==> config.mk <==
export PLATFORM = sky130hd
export DESIGN_NAME = mem_port_arbiter
export DESIGN_NICKNAME = d
export VERILOG_FILES = /design/src/rtl/mem_port_arbiter_pkg.sv /design/src/rtl/mem_port_arbiter_wait_counter.sv /design/src/rtl/mem_port_arbiter.sv
export SDC_FILE = /design/constraint.sdc
export NUM_CORES = 1
export LEC_CHECK = 0
export CORE_UTILIZATION = 43
export CTS_CLUSTER_DIAMETER = 150
export DETAILED_ROUTE_END_ITERATION = 7
export PLACE_DENSITY = 0.81
export SYNTH_ARGS = -nofsm -noshare
export SYNTH_HDL_FRONTEND = slang
export SYNTH_HIERARCHICAL = 1
export SYNTH_SLANG_ARGS = --single-unit
export TNS_END_PERCENT = 30
==> constraint.sdc <==
create_clock -name clk -period 2.28 [get_ports clk]
set_input_delay 0.456 -clock clk [delete_from_list [all_inputs] [get_ports clk]]
set_output_delay 0.456 -clock clk [all_outputs]
set_load 0.02 [all_outputs]
==> src/rtl/mem_port_arbiter_pkg.sv <==
// mem_port_arbiter_pkg: shared memory widths, wait-counter width, arbiter states and grant ids
package mem_port_arbiter_pkg;
  localparam int MEM_ADDR_SIZE = 8;
  localparam int MEM_WORD_SIZE = 16;
  localparam int CNT_W = 4;
  typedef enum logic [1:0] {ARB_IDLE, ARB_ACCESS, ARB_RESP} arb_state_t;
  typedef enum logic {GRANT_FETCH, GRANT_LS} grant_t;
endpackage

==> src/rtl/mem_port_arbiter_wait_counter.sv <==
// mem_wait_counter: loadable down-counter with zero flag sequencing memory wait states
module mem_wait_counter import mem_port_arbiter_pkg::*; (
  input  logic             clk,
  input  logic             rst,
  input  logic             load,
  input  logic [CNT_W-1:0] load_val,
  input  logic             dec,
  output logic             zero
);
  logic [CNT_W-1:0] cnt;
  always_ff @(posedge clk)
    if (rst) cnt <= '0;
    else if (load) cnt <= load_val;
    else if (dec && !zero) cnt <= cnt - CNT_W'(1);
  assign zero = cnt == '0;
endmodule

==> src/rtl/mem_port_arbiter.sv <==
// mem_port_arbiter: shares one memory port between fetch and load/store requesters (MEM_ARB_ROUND_ROBIN_EN selects round-robin tie-break)
module mem_port_arbiter import mem_port_arbiter_pkg::*; #(
  parameter int ADDR_WIDTH  = MEM_ADDR_SIZE,
  parameter int DATA_WIDTH  = MEM_WORD_SIZE,
  parameter int MEM_LATENCY = 1
) (
  input  logic                  clk,
  input  logic                  rst,
  input  logic                  if_req,
  input  logic [ADDR_WIDTH-1:0] if_addr,
  output logic [DATA_WIDTH-1:0] if_rdata,
  output logic                  if_ack,
  input  logic                  ls_req,
  input  logic                  ls_we,
  input  logic [ADDR_WIDTH-1:0] ls_addr,
  input  logic [DATA_WIDTH-1:0] ls_wdata,
  output logic [DATA_WIDTH-1:0] ls_rdata,
  output logic                  ls_ack,
  output logic [ADDR_WIDTH-1:0] mem_addr,
  output logic                  mem_we,
  output logic [DATA_WIDTH-1:0] mem_wdata,
  input  logic [DATA_WIDTH-1:0] mem_rdata
);
  if (MEM_LATENCY < 1 || MEM_LATENCY > 15) begin : g_bad_latency
    $error("mem_port_arbiter: MEM_LATENCY %0d outside 1..15", MEM_LATENCY);
  end
  arb_state_t state, state_nxt;
  grant_t grant, winner;
  logic is_store, cnt_zero, any_req, start;
  assign any_req = if_req | ls_req;
  assign start = state == ARB_IDLE && any_req;
`ifdef MEM_ARB_ROUND_ROBIN_EN
  grant_t last_grant;
  always_ff @(posedge clk)
    if (rst) last_grant <= GRANT_FETCH;
    else if (start) last_grant <= winner;
  assign winner = (if_req && ls_req) ? (last_grant == GRANT_LS ? GRANT_FETCH : GRANT_LS)
                                     : (ls_req ? GRANT_LS : GRANT_FETCH);
`else
  assign winner = ls_req ? GRANT_LS : GRANT_FETCH;
`endif
  mem_wait_counter u_wait (
    .clk,
    .rst,
    .load(start),
    .load_val(CNT_W'(MEM_LATENCY - 1)),
    .dec(state == ARB_ACCESS),
    .zero(cnt_zero)
  );
  always_ff @(posedge clk) state <= rst ? ARB_IDLE : state_nxt;
  always_comb begin
    state_nxt = state == ARB_IDLE   ? (any_req ? ARB_ACCESS : ARB_IDLE) :
                state == ARB_ACCESS ? (cnt_zero ? ARB_RESP : ARB_ACCESS) : ARB_IDLE;
  end
  always_ff @(posedge clk)
    if (rst) begin
      grant     <= GRANT_FETCH;
      is_store  <= 1'b0;
      mem_addr  <= '0;
      mem_we    <= 1'b0;
      mem_wdata <= '0;
      if_rdata  <= '0;
      ls_rdata  <= '0;
    end else begin
      mem_we <= start && winner == GRANT_LS && ls_we;
      if (start) begin
        grant    <= winner;
        is_store <= winner == GRANT_LS && ls_we;
        mem_addr <= winner == GRANT_LS ? ls_addr : if_addr;
        if (winner == GRANT_LS) mem_wdata <= ls_wdata;
      end
      if (state == ARB_ACCESS && cnt_zero) begin
        if (grant == GRANT_FETCH) if_rdata <= mem_rdata;
        else if (!is_store) ls_rdata <= mem_rdata;
      end
    end
  assign if_ack = state == ARB_RESP && grant == GRANT_FETCH;
  assign ls_ack = state == ARB_RESP && grant == GRANT_LS;
endmodule

After elaboration in Yosys (flattened, before gate mapping)
Index checks and enable logic that the tools add are counted.
{ "op_classes": {"n_mux": 6, "eq_ne": 2, "n_reduce_logical": 15, "addsub": 1, "n_bitwise": 3} }
{ "op_table": {"columns": ["operator", "count"], "rows": [
  ["logical AND 1 bit", 8],
  ["two-way mux 8 bit", 1],
  ["two-way mux 2 bit", 3],
  ["logical NOT 4 bit", 1],
  ["AND reduction 2 bit", 2],
  ["subtractor 4 x 1 -> 4 bit (second input constant)", 1],
  ["AND reduction 3 bit", 1],
  ["== test 2 x 1 -> 1 bit (second input constant)", 1],
  ["== test 2 bit (second input constant)", 1],
  ["logical NOT 2 bit", 1],
  ["two-way mux 1 bit", 2],
  ["NOT 1 bit", 2],
  ["OR reduction 2 bit", 1],
  ["logical NOT 1 bit", 1],
  ["bitwise OR 1 bit", 1]
]} }
{ "word_totals": {"register_bits": 65, "input_bits": 53} }

Logic depth before layout (Yosys ltp)
Gate-level depths: netlist (run 1).
{ "logic_depth": {"word_depth": 4, "ltp_mapped": 9} }

By module
Netlist (run 1), hierarchy kept.
{ "by_module_without_submodules": {"columns": ["mod", "cells_each", "n_inst", "area_each_um2"], "rows": [
  ["mem_port_arbiter", 257, 1, 2503.7],
  ["mem_wait_counter", 29, 1, 262.8]
]} }

Worst setup path before layout (run 1)
OpenSTA, ideal clock, no wires.
{ "synth_timing": {"kind": "register to register", "from": "register u_wait.cnt[1]", "to": "register ls_rdata[0]", "synth_period_minus_slack_ns": 1.953, "setup_time_ns": 0.072, "t_required_ns": 2.208, "path_stages_with_launch": 10, "setup_slack_ns": 0.327, "t_arrival_ns": 1.882, "cell_sequence": "dfxtp_1 > inv_1 > ha_1 > or3b_4 > inv_1 > nand3b_4 > nor3b_2 > buf_6 > buf_12 > mux2i_1"} }
{ "synth_via": {"elab_chain_len": 3} }
{ "synth_rtl": {"columns": ["item", "line_no", "source"], "rows": [
  ["start, declared", "mem_port_arbiter_wait_counter.sv:10", "logic [CNT_W-1:0] cnt;"],
  ["start signal, assigned", "mem_port_arbiter_wait_counter.sv:13", "else if (load) cnt <= load_val;"],
  ["start signal, assigned", "mem_port_arbiter_wait_counter.sv:14", "else if (dec && !zero) cnt <= cnt - CNT_W'(1);"],
  ["logical NOT 4 bit", "mem_port_arbiter_wait_counter.sv:15", "assign zero = cnt == '0;"],
  ["named net cnt_zero", "mem_port_arbiter.sv:29", "logic is_store, cnt_zero, any_req, start;"],
  ["logical AND 1 bit", "mem_port_arbiter.sv:72", "if (state == ARB_ACCESS && cnt_zero) begin"],
  ["AND reduction 3 bit (no line)", null, null],
  ["end signal, assigned", "mem_port_arbiter.sv:74", "else if (!is_store) ls_rdata <= mem_rdata;"],
  ["end, declared", "mem_port_arbiter.sv:17", "output logic [DATA_WIDTH-1:0] ls_rdata,"]
]} }
The timed path passes the listed nets, and every way through them passes these cells.
A chain may end at the register's enable or synchronous reset.

Worst setup path in the final report (run 1)
{ "layout_timing": {"from": "register state[1]", "to": "output port if_ack"} }
{ "layout_via": {"elab_chain_len": 2} }
{ "layout_rtl": {"columns": ["item", "line_no", "source"], "rows": [
  ["start, declared", "mem_port_arbiter.sv:27", "arb_state_t state, state_nxt;"],
  ["start signal, assigned", "mem_port_arbiter.sv:50", "always_ff @(posedge clk) state <= rst ? ARB_IDLE : state_nxt;"],
  ["== test 2 bit", "mem_port_arbiter.sv:77", "assign if_ack = state == ARB_RESP && grant == GRANT_FETCH;"],
  ["logical AND 1 bit", "mem_port_arbiter.sv:77", null],
  ["end, declared", "mem_port_arbiter.sv:12", "output logic if_ack,"]
]} }
Every way passes these cells.

==> results of run 1 <==
flip-flops by register name, indices dropped and copies added, names as in the netlist:
signal and count:
grant 1, if_rdata 16, mem_addr 8, mem_wdata 16, u_wait/cnt 4, is_store 1
state 2, ls_rdata 16, mem_we 1
area by class of cell:
cell class | count | area (sq um) | share of cell area, %
clock inverters | 3 | 40.04 | 0.9700
multi-input cells | 199 | 1330 | 32.22
clock buffers | 13 | 148.9 | 3.607
inverters | 5 | 18.77 | 0.4547
repair buffers | 121 | 1194 | 28.92
well taps | 75 | 93.84 | 2.273
flip-flops and latches | 65 | 1303 | 31.56
kinds of logic (layout without fill, tap and decap cells):
group / Yosys count / after routing / share of synthesized area, %
and+or+nand+nor: 111 / 111 / 21.84
DFF: 65 / 65 / 47.04
AOI/OAI and AO/OA: 42 / 42 / 9.950
muxes: 41 / 41 / 14.83
buffers and inverters: 25 / 142 / 5.744
adders and majority gates: 1 / 1 / 0.4522
other: 1 / 4 / 0.1356
per-stage QoR:
stage                     cell area, sq um  hold slack, ns  utilization (%)
after floorplan                       2778          0.4598                -
after global placement                3938          0.4423            64.97
after detailed placement              3938          0.4476            64.97
after CTS                             4126          0.4567            68.08
after global routing                  4128          0.4732            68.10
final                                 4128          0.4551            68.10
power breakdown:
part	total (mW)	internal (mW)	leakage, nW	switching [mW]
combinational	0.711	0.364	0.922	0.347
sequential	1.29	1.23	0.531	0.0641
clock	0.944	0.533	0.0974	0.411
total	2.95	2.12	1.55	0.822
metal layers:
layer,global-route usage (%),share of wire (%),up-vias
met2,29.75,44,92
met5,0,0,-
met3,5.385,8.1,10
met1,23.58,46,1044
li1,-,-,1191
met4,9.474,1.9,0
worst paths after layout:
path	from	to	cells past startpoint
setup / recovery	state[1]$_SDFF_PP0_	if_ack	2
hold / removal	if_rdata[1]$_SDFFE_PP0P_	if_rdata[1]$_SDFFE_PP0P_	2
setup reg to reg	u_wait/cnt[1]$_SDFFE_PP0P_	ls_rdata[10]$_SDFFE_PP0P_	8
hold reg to reg	if_rdata[1]$_SDFFE_PP0P_	if_rdata[1]$_SDFFE_PP0P_	2
layout by cell type (no fill, tap or decap), types with 2 or more instances in the layout:
| cell | count |
|---|---|
| nor2_1 | 26 |
| clkbuf_8 | 10 |
| nor3b_4 | 2 |
| inv_1 | 5 |
| a21oi_1 | 26 |
| a211oi_1 | 9 |
| clkinv_2 | 2 |
| conb_1 | 4 |
| nand2b_1 | 32 |
| mux2i_1 | 41 |
| clkdlybuf4s50_1 | 110 |
| nand2_1 | 36 |
| a311oi_1 | 2 |
| buf_4 | 9 |
| dfxtp_1 | 64 |
| clkbuf_1 | 3 |
critical path: cells and delay by family (launching register included):
kind          cells  cell delay (ns)
flops             1             0.42
buf+inv           1             0.65
simple gates      1             0.27
==> run_results.csv, run 1 <==
group,metric,value,unit
run_status,status,"complete, no violations",
drt,drt_wl_total,6.091,mm
synth,seq_area_frac_synth,47.04,%
power_and_ir_drop,power.density,713.9,nW/um^2
synth,synth_top_area_cell,"dfxtp_1",
worst_setup_path,end_kind,"primary output",
worst_setup_path,startpoint_type,"register",
worst_setup_path,cp_slowest_cell,"clkdlybuf4s50_1",
placed_design,post-place-ws,0.2139,ns
synth,yosysMostFrequentCell,"dfxtp_1",
cts,cts.sinks,65,
placed_design,port_buffers,111,
timing,worst_slack,0.1554,ns
drt,drc_errors,0,
global_routing,grt_first_pass_wirelength,9.660,mm
cts,cts-resized-gates,0,
floorplan,boundaryPins,112,
power_and_ir_drop,vdd_ir_drop_max,412.5,uV
placed_design,gp_congestion,0.7750,
worst_setup_path,reg2reg_slack,0.22,ns
timing,finalMaxSlewViolations,0,
floorplan,core,6061,sq um
drt,drtAntennaViolNets,0,
worst_setup_path,critPathArrivalTime,1.67,ns
finish,fin_nets,455,
power_and_ir_drop,power.total,2.947,mW
timing,fmax,470.7,MHz
finish,layout-drive-gt1-share,8.867,%
synth,mappedNetlistArea,2766,sq um
finish,fillers,486,
cts,path_clk_slew,0.07,ns
worst_setup_path,worstSetupPathType,"reg2out",
placed_design,hpwl,4.401,mm
worst_hold_path,min_path_type,"reg2reg",
global_routing,grt-ovfl-total,0,
worst_setup_path,cp_slowest_stage_delay,0.65,ns
drt,drt_iter0_drc,66,
cts,cts_tree,"done",
job,cap_violations,0,
global_routing,grt_usage,18.92,%
synth,synth_area_per_cell,9.673,sq um
synth,syn_inst,286,
placed_design,dp_cells,465,
worst_setup_path,worstPathCellList,"nor3b_1 -> clkdlybuf4s50_1",
timing,min_period,2.125,ns
synth,synth_cell_types,39,
global_routing,grt_max_degree,34,
synth,synth_edf_count,0,
floorplan,fp-row-count,28,
synth,synth_area_leaders,"dfxtp_1, mux2i_1, nand2b_1, nand2_1, a21oi_1",
synth,synth_common_cells,"dfxtp_1, mux2i_1, nand2_1",
finish,fin_cells,481,
synth,ys.flop_type,"dfxtp_1",
timing,setup-violations-final,0,
drt,vias_per_cell,4.859,
timing,finalSetupTns,0,ns
synth,ys_ff_latch,65,
timing,rsz0062_at_grt,"false",
cts,cts_inserted_buffers,9,
power_and_ir_drop,p_leak,1.550,nW
timing,hold_viol,0,
floorplan,die_area,6758,sq um
synth,synth_warnings,6,
cts,cts_hold_buf,0,
global_routing,grt_pass1_vias,2151,
cts,postCtsSetupBuffers,0,
drt,via_count,2337,
drt,first_pass_iters,4,
floorplan,die_height,82.21,um
finish,insertedDiodeCount,0,
worst_setup_path,cp.required,1.82,ns
cts,clkLatencyLatePin,0.33,ns
floorplan,start_util,45.64,%
cts,htree_levels,3,
finish,areaGrowthSynthToFinish,49.21,%
drt,routedWlPerCell,12.66,um
timing,finalCritPeriodShare,93.19,%
synth,synthArstFlopShare,0,%
cts,root_buffer,"clkbuf_8",
floorplan,dieWidth,82.21,um
global_routing,antenna_found_initial,0,
timing,fin_worst_skew,0.007453,ns
worst_setup_path,critPathMaxFanout,7,
cts,clockBufferDepth,2,
synth,synth_top_area_share,47.04,%
Power figures use the tool's default switching activity.
==> inputs of run 2 (changes only) <==
--- a/config.mk
+++ b/config.mk
@@ -5,6 +5,7 @@
 export SDC_FILE = /design/constraint.sdc
 export NUM_CORES = 1
 export LEC_CHECK = 0
+export ABC_AREA = 1
 export CORE_UTILIZATION = 43
 export CTS_CLUSTER_DIAMETER = 150
 export DETAILED_ROUTE_END_ITERATION = 7
==> run 2 against run 1 <==
  * Wire length increased by 1.9%
  * Utilization decreased by 0.68 points
  * Non-clock buffer count decreased by 3
  * Total power increased by 16%
  * Maximum frequency increased by 2.9%
  * Clock power increased by 4.3%
  * Design area decreased by 1.6%
  * Critical endpoint is now ls_ack
  * Largest power group unchanged
==> run_results.csv, run 2 <==
group,metric,value,unit
worst_setup_path,cp.required,1.82,ns
worst_setup_path,critPathMaxFanout,5,
synth,synth_cell_types,30,
synth,synth_area_leaders,"dfxtp_1, nor2_1, nand2_1, o21ai_0, inv_1",
synth,seq_area_frac_synth,47.82,%
timing,finalSetupTns,0,ns
timing,min_period,2.065,ns
worst_setup_path,critPathArrivalTime,1.61,ns
worst_setup_path,worstSetupPathType,"reg2out",
finish,mostFrequentLayoutCell,"nor2_1",
synth,syn_inst,386,
global_routing,grt_pass1_vias,2414,
cts,cts-resized-gates,0,
synth,synth_warnings,6,
timing,hold_viol,0,
synth,ys_ff_latch,65,
finish,fin_nets,556,
cts,cts.sinks,65,
synth,synth_edf_count,0,
timing,fin_worst_skew,0.01053,ns
synth,synth_area_per_cell,7.050,sq um
worst_setup_path,reg2reg_slack,0.52,ns
synth,synth_top_area_cell,"dfxtp_1",
power_and_ir_drop,p_int,2.301,mW
synth,synth-xor-area-share,0.3218,%
placed_design,port_buffers,111,
cts,postCtsSetupBuffers,0,
placed_design,gp_congestion,0.8833,
cts,clockBufferDepth,2,
synth,muxShareOfSynthArea,0,%
floorplan,start_util,45.16,%
synth,synth_adder_area_share,0.4598,%
worst_setup_path,r2r_cells,10,
worst_hold_path,min_path_type,"reg2reg",
synth,synthArstFlopShare,0,%
synth,yosysMostFrequentCell,"nor2_1",
finish,fin_area,4063,sq um
worst_setup_path,startpoint_type,"register",
synth,synth_top_area_share,47.82,%
floorplan,dieWidth,81.56,um
timing,finalMaxSlewViolations,0,
floorplan,fp-row-count,28,
power_and_ir_drop,power.density,841.2,nW/um^2
placed_design,dpl_cell_area,3859,sq um
power_and_ir_drop,p_sw,1.116,mW
synth,mappedNetlistArea,2721,sq um
floorplan,boundaryPins,112,
drt,drt_wl_total,6.208,mm
drt,vias_per_cell,4.514,
drt,routedWlPerCell,10.67,um
drt,drtAntennaViolNets,0,
power_and_ir_drop,power.total,3.417,mW
timing,fmax,484.3,MHz
power_and_ir_drop,p_seq_share,40.5,%
synth,synth_top_family_by_area,"simple AND/OR/NAND/NOR gates",
cts,root_buffer,"clkbuf_8",
global_routing,grt_usage,19.93,%
global_routing,grt-ovfl-total,0,
worst_hold_path,min_to,"mem_addr[3]$_SDFFE_PP0P_",
cts,clkLatencyLatePin,0.34,ns
worst_setup_path,r2r_start,"u_wait/cnt[0]$_SDFFE_PP0P_",
cts,htree_levels,3,
cts,cts_tree,"done",
drt,via_count,2627,
worst_hold_path,hp-start,"mem_addr[3]$_SDFFE_PP0P_",
finish,layout-drive-gt1-share,7.890,%
placed_design,dp_cells,566,
global_routing,grt_max_degree,36,
worst_hold_path,hold_path_depth,2,
cts,cts_hold_buf,0,
synth,synth_common_cells,"nor2_1, nand2_1, dfxtp_1",
floorplan,die_height,81.56,um
timing,fin_hold_ws,0.4817,ns
finish,fin_cells,582,
drt,first_pass_iters,4,
drt,drt_iter0_drc,29,
cts,cts_inserted_buffers,9,
power_and_ir_drop,vdd_ir_drop_max,533.8,uV
worst_setup_path,end_kind,"primary output",
synth,ys.flop_type,"dfxtp_1",
synth,yosys.area_share.simple,35.31,%
timing,rsz0062_at_grt,"false",
drt,drc_errors,0,
finish,areaGrowthSynthToFinish,49.29,%
timing,finalCritPeriodShare,90.56,%
global_routing,grt_first_pass_wirelength,10.01,mm
placed_design,hpwl,4.550,mm
job,cap_violations,0,
power_and_ir_drop,sw_frac_of_total,32.66,%
timing,setup-violations-final,0,
run_status,status,"complete, no violations",
power_and_ir_drop,p_leak,1.760,nW
power_and_ir_drop,combPwrFrac,30.7,%
finish,insertedDiodeCount,0,
synth,synth_compound_area_share,6.575,%
finish,reg_top3,"if_rdata (16), ls_rdata (16), mem_wdata (16)",
worst_setup_path,rr_endpoint,"ls_rdata[5]$_SDFFE_PP0P_",
global_routing,antenna_found_initial,0,
cts,path_clk_slew,0.07,ns
power_and_ir_drop,clockPowerShare,28.8,%
floorplan,core,6026,sq um
finish,layout_common_cells,"nor2_1, clkdlybuf4s50_1, nand2_1, dfxtp_1",
floorplan,die_area,6651,sq um
[run 2: changes by cell type in the layout (fill, tap and decap cells not counted), sizes merged, moves of 4 or more]
cell | before | now
inv | 5 | 32
mux2i | 41 | 0
nand3 | 1 | 5
nand2b | 32 | 0
nor2 | 27 | 124
o21ai | 0 | 28
a211oi | 9 | 0
buf | 11 | 7
a21oi | 26 | 5
nand2 | 36 | 104
[run 2: worst max path at each step]
stage,slack (ns),cells past startpoint,endpoint,startpoint
final,0.22,2,ls_ack,grant$_SDFFE_PP0P_
after global routing,0.1,3,if_ack,state[1]$_SDFF_PP0_
after CTS,0.18,3,if_ack,state[1]$_SDFF_PP0_
after detailed placement,0.50,9,u_wait/cnt[2]$_SDFFE_PP0P_,ls_req
after global placement,0.53,7,u_wait/cnt[3]$_SDFFE_PP0P_,ls_req
after floorplan,0.85,10,if_rdata[11]$_SDFFE_PP0P_,u_wait/cnt[0]$_SDFFE_PP0P_
[run 2: logic make-up after synthesis]
logic type                 count (synthesis)
xor gates and xnor gates                   1
and+or+nand+nor                          236
adders and majority gates                  1
AOI/OAI and AO/OA                         34
DFF                                       65
buffers and inverters                     48
other                                      1
[run 2: through the flow]
stage	utilization [%]	worst slack (ns)
finish	67.42	0.2151
global route	67.42	0.09563
CTS	67.42	0.1814
detailed placement	64.04	0.5037
global placement	64.04	0.5345
floorplan	-	0.8542
[run 2: metal layers]
layer,track usage [%],wire length (um),vias up
li1,-,-,1387
met1,20.41,2598,1140
met2,35.33,2918,93
met3,8.000,619,7
met4,9.107,72,0
met5,0,0,-
[run 2: power groups by stage]
stage	Combinational, mW	Sequential, mW	Clock [mW]
after floorplan	0.497	1.55	0
after CTS	1.06	1.38	1.01
after detailed placement	1.06	1.41	0
after global routing	1.17	1.40	1.06
after global placement	1.03	1.40	0
final	1.05	1.38	0.985
[run 2: critical path, stage by stage, from the launching register on]
cell and delay [ns]:
dfxtp_1 0.47, and3_1 0.20, clkdlybuf4s50_1 0.62
[run 2: cell type report]
cell class | instances | area, sq um
clock buffer | 10 | 137.6
clock inverter | 6 | 66.31
inverter | 32 | 123.9
tap | 75 | 93.84
multi-input combinational | 276 | 1176
fill | 541 | 1963
sequential | 65 | 1301
timing repair buffer | 118 | 1164
==> inputs of run 3 (changes only) <==
--- a/config.mk
+++ b/config.mk
@@ -6,10 +6,12 @@
 export NUM_CORES = 1
 export LEC_CHECK = 0
 export ABC_AREA = 1
-export CORE_UTILIZATION = 43
+export CELL_PAD_IN_SITES_DETAIL_PLACEMENT = 0
+export CELL_PAD_IN_SITES_GLOBAL_PLACEMENT = 1
+export CORE_UTILIZATION = 29
 export CTS_CLUSTER_DIAMETER = 150
 export DETAILED_ROUTE_END_ITERATION = 7
-export PLACE_DENSITY = 0.81
+export PLACE_DENSITY = 0.8
 export SYNTH_ARGS = -nofsm -noshare
 export SYNTH_HDL_FRONTEND = slang
 export SYNTH_HIERARCHICAL = 1
==> run 3 against run 2 <==
  * Sequential power hardly changed
  * Wire length is 1.5% higher
  * Die area is 47% higher
  * Critical path depth is 1 higher
  * Clock skew is 0.0011 ns lower
  * Global-route usage is 6.4 points lower
  * Worst hold slack worse by 0.0099 ns
  * Combinational power hardly changed
  * Non-clock buffer count is 2 lower
  * Clock power is 12% lower
  * Final cell count is 5.3% higher
  * Worst setup slack worse by 0.027 ns
  * Largest cell class unchanged
==> run_results.csv, run 3 (synthesis results as in run 2) <==
group,metric,value,unit
finish,mostFrequentLayoutCell,"nor2_1",
power_and_ir_drop,sw_frac_of_total,33.49,%
timing,rsz0062_at_grt,"false",
worst_setup_path,cp.required,1.82,ns
placed_design,port_buffers,111,
power_and_ir_drop,p_int,2.189,mW
power_and_ir_drop,power.density,807.0,nW/um^2
cts,postCtsSetupBuffers,0,
worst_hold_path,min_path_type,"reg2reg",
placed_design,gp_congestion,0.7365,
global_routing,grt_pass1_vias,2423,
cts,cts_inserted_buffers,9,
timing,worst_slack,0.1884,ns
cts,htree_levels,3,
drt,drc_errors,0,
global_routing,antenna_found_initial,0,
global_routing,grt_usage,13.48,%
timing,fmax,478.1,MHz
drt,first_pass_iters,4,
floorplan,dieWidth,98.87,um
worst_setup_path,worstSetupPathType,"reg2out",
cts,cts_tree,"done",
power_and_ir_drop,p_sw,1.102,mW
power_and_ir_drop,combPwrFrac,31.5,%
timing,finalSetupTns,0,ns
placed_design,dp_cells,597,
power_and_ir_drop,vdd_ir_drop_max,412.6,uV
power_and_ir_drop,p_leak,1.748,nW
run_status,status,"complete, no violations",
finish,reg_top3,"if_rdata (16), ls_rdata (16), mem_wdata (16)",
floorplan,core,8891,sq um
placed_design,post-place-ws,0.3851,ns
timing,finalCritPeriodShare,91.74,%
timing,setup-violations-final,0,
floorplan,start_util,30.61,%
cts,cts-resized-gates,0,
global_routing,grt_first_pass_wirelength,10.41,mm
floorplan,die_area,9775,sq um
power_and_ir_drop,p_seq_share,42.0,%
timing,finalMaxSlewViolations,0,
drt,routedWlPerCell,10.28,um
job,cap_violations,0,
finish,insertedDiodeCount,0,
drt,drt_wl_total,6.301,mm
cts,cts_hold_buf,0,
worst_setup_path,critPathMaxFanout,4,
cts,root_buffer,"clkbuf_8",
finish,fillers,918,
timing,hold_viol,0,
power_and_ir_drop,clockPowerShare,26.4,%
global_routing,grt-ovfl-total,0,
global_routing,grt_max_degree,57,
finish,layout_common_cells,"nor2_1, clkdlybuf4s50_1, nand2_1, dfxtp_1",
worst_setup_path,startpoint_type,"register",
cts,cts.sinks,65,
floorplan,fp-row-count,34,
worst_setup_path,critPathArrivalTime,1.64,ns
floorplan,boundaryPins,112,
drt,drt_iter0_drc,67,
timing,fin_worst_skew,0.009392,ns
drt,via_count,2559,
cts,clkLatencyLatePin,0.33,ns
drt,drtAntennaViolNets,0,
finish,fin_nets,554,
floorplan,die_height,98.87,um
finish,fin_cells,613,
cts,path_clk_slew,0.07,ns
finish,layout-drive-gt1-share,7.525,%
placed_design,hpwl,4.519,mm
finish,areaGrowthSynthToFinish,49.84,%
timing,min_period,2.092,ns
worst_setup_path,end_kind,"primary output",
cts,clockBufferDepth,2,
drt,vias_per_cell,4.175,
## run 3: changes by cell type in the layout (fill, tap and decap cells not counted), sizes merged
cell | before | now
clkinv | 2 | 4
clkinvlp | 3 | 2
buf | 7 | 5
bufinv | 1 | 0
## run 3: metrics by stage
step / utilization, % / hold slack, ns / power, mW / cell area (sq um)
2_1_floorplan: - / 0.4432 / 2.045 / 2733
3_3_place_gp: 43.84 / 0.4585 / 2.448 / 3897
3_5_place_dp: 43.84 / 0.4655 / 2.459 / 3897
4_1_cts: 45.86 / 0.4785 / 3.355 / 4078
5_1_grt: 45.86 / 0.5105 / 3.542 / 4078
6_report: 45.86 / 0.4718 / 3.291 / 4078
## run 3: layout make-up
| type | instances | area [sq um] | area share [%] |
|---|---|---|---|
| Sequential cell | 65 | 1301 | 31.91 |
| Multi-Input combinational cell | 276 | 1176 | 28.84 |
| Timing Repair Buffer | 116 | 1161 | 28.47 |
| Clock buffer | 10 | 137.6 | 3.375 |
| Tap cell | 108 | 135.1 | 3.314 |
| Inverter | 32 | 123.9 | 3.038 |
| Clock inverter | 6 | 42.54 | 1.043 |
## run 3: final timing paths
path | from | end | slack [ns] | cells after the start
worst max-delay path | state[1]$_SDFF_PP0_ | if_ack | 0.19 | 3
worst min-delay path | is_store$_SDFFE_PP0P_ | is_store$_SDFFE_PP0P_ | 0.47 | 2
worst max register to register | u_wait/cnt[0]$_SDFFE_PP0P_ | if_rdata[3]$_SDFFE_PP0P_ | 0.61 | 10
worst min register to register | is_store$_SDFFE_PP0P_ | is_store$_SDFFE_PP0P_ | 0.47 | 2
## run 3: per-layer routing
| metal | global-route usage (%) | part of all wire, % | vias up |
|---|---|---|---|
| li1 | - | - | 1387 |
| met1 | 15.29 | 46 | 1076 |
| met2 | 21.89 | 43 | 91 |
| met3 | 7.092 | 10 | 5 |
| met4 | 4.133 | 0.84 | 0 |
| met5 | 0 | 0 | - |
## run 3: power by group through the flow
stage	sequential (mW)	clock, mW	combinational (mW)
after detailed placement	1.41	0	1.05
after global routing	1.41	0.985	1.15
final	1.38	0.870	1.04
after global placement	1.40	0	1.04
after CTS	1.38	0.917	1.05
after floorplan	1.55	0	0.497
## run 3: critical path: stages, from the launching register on
cell	delay, ns
dfxtp_1	0.39
inv_1	0.10
nor3_1	0.15
clkdlybuf4s50_1	0.66
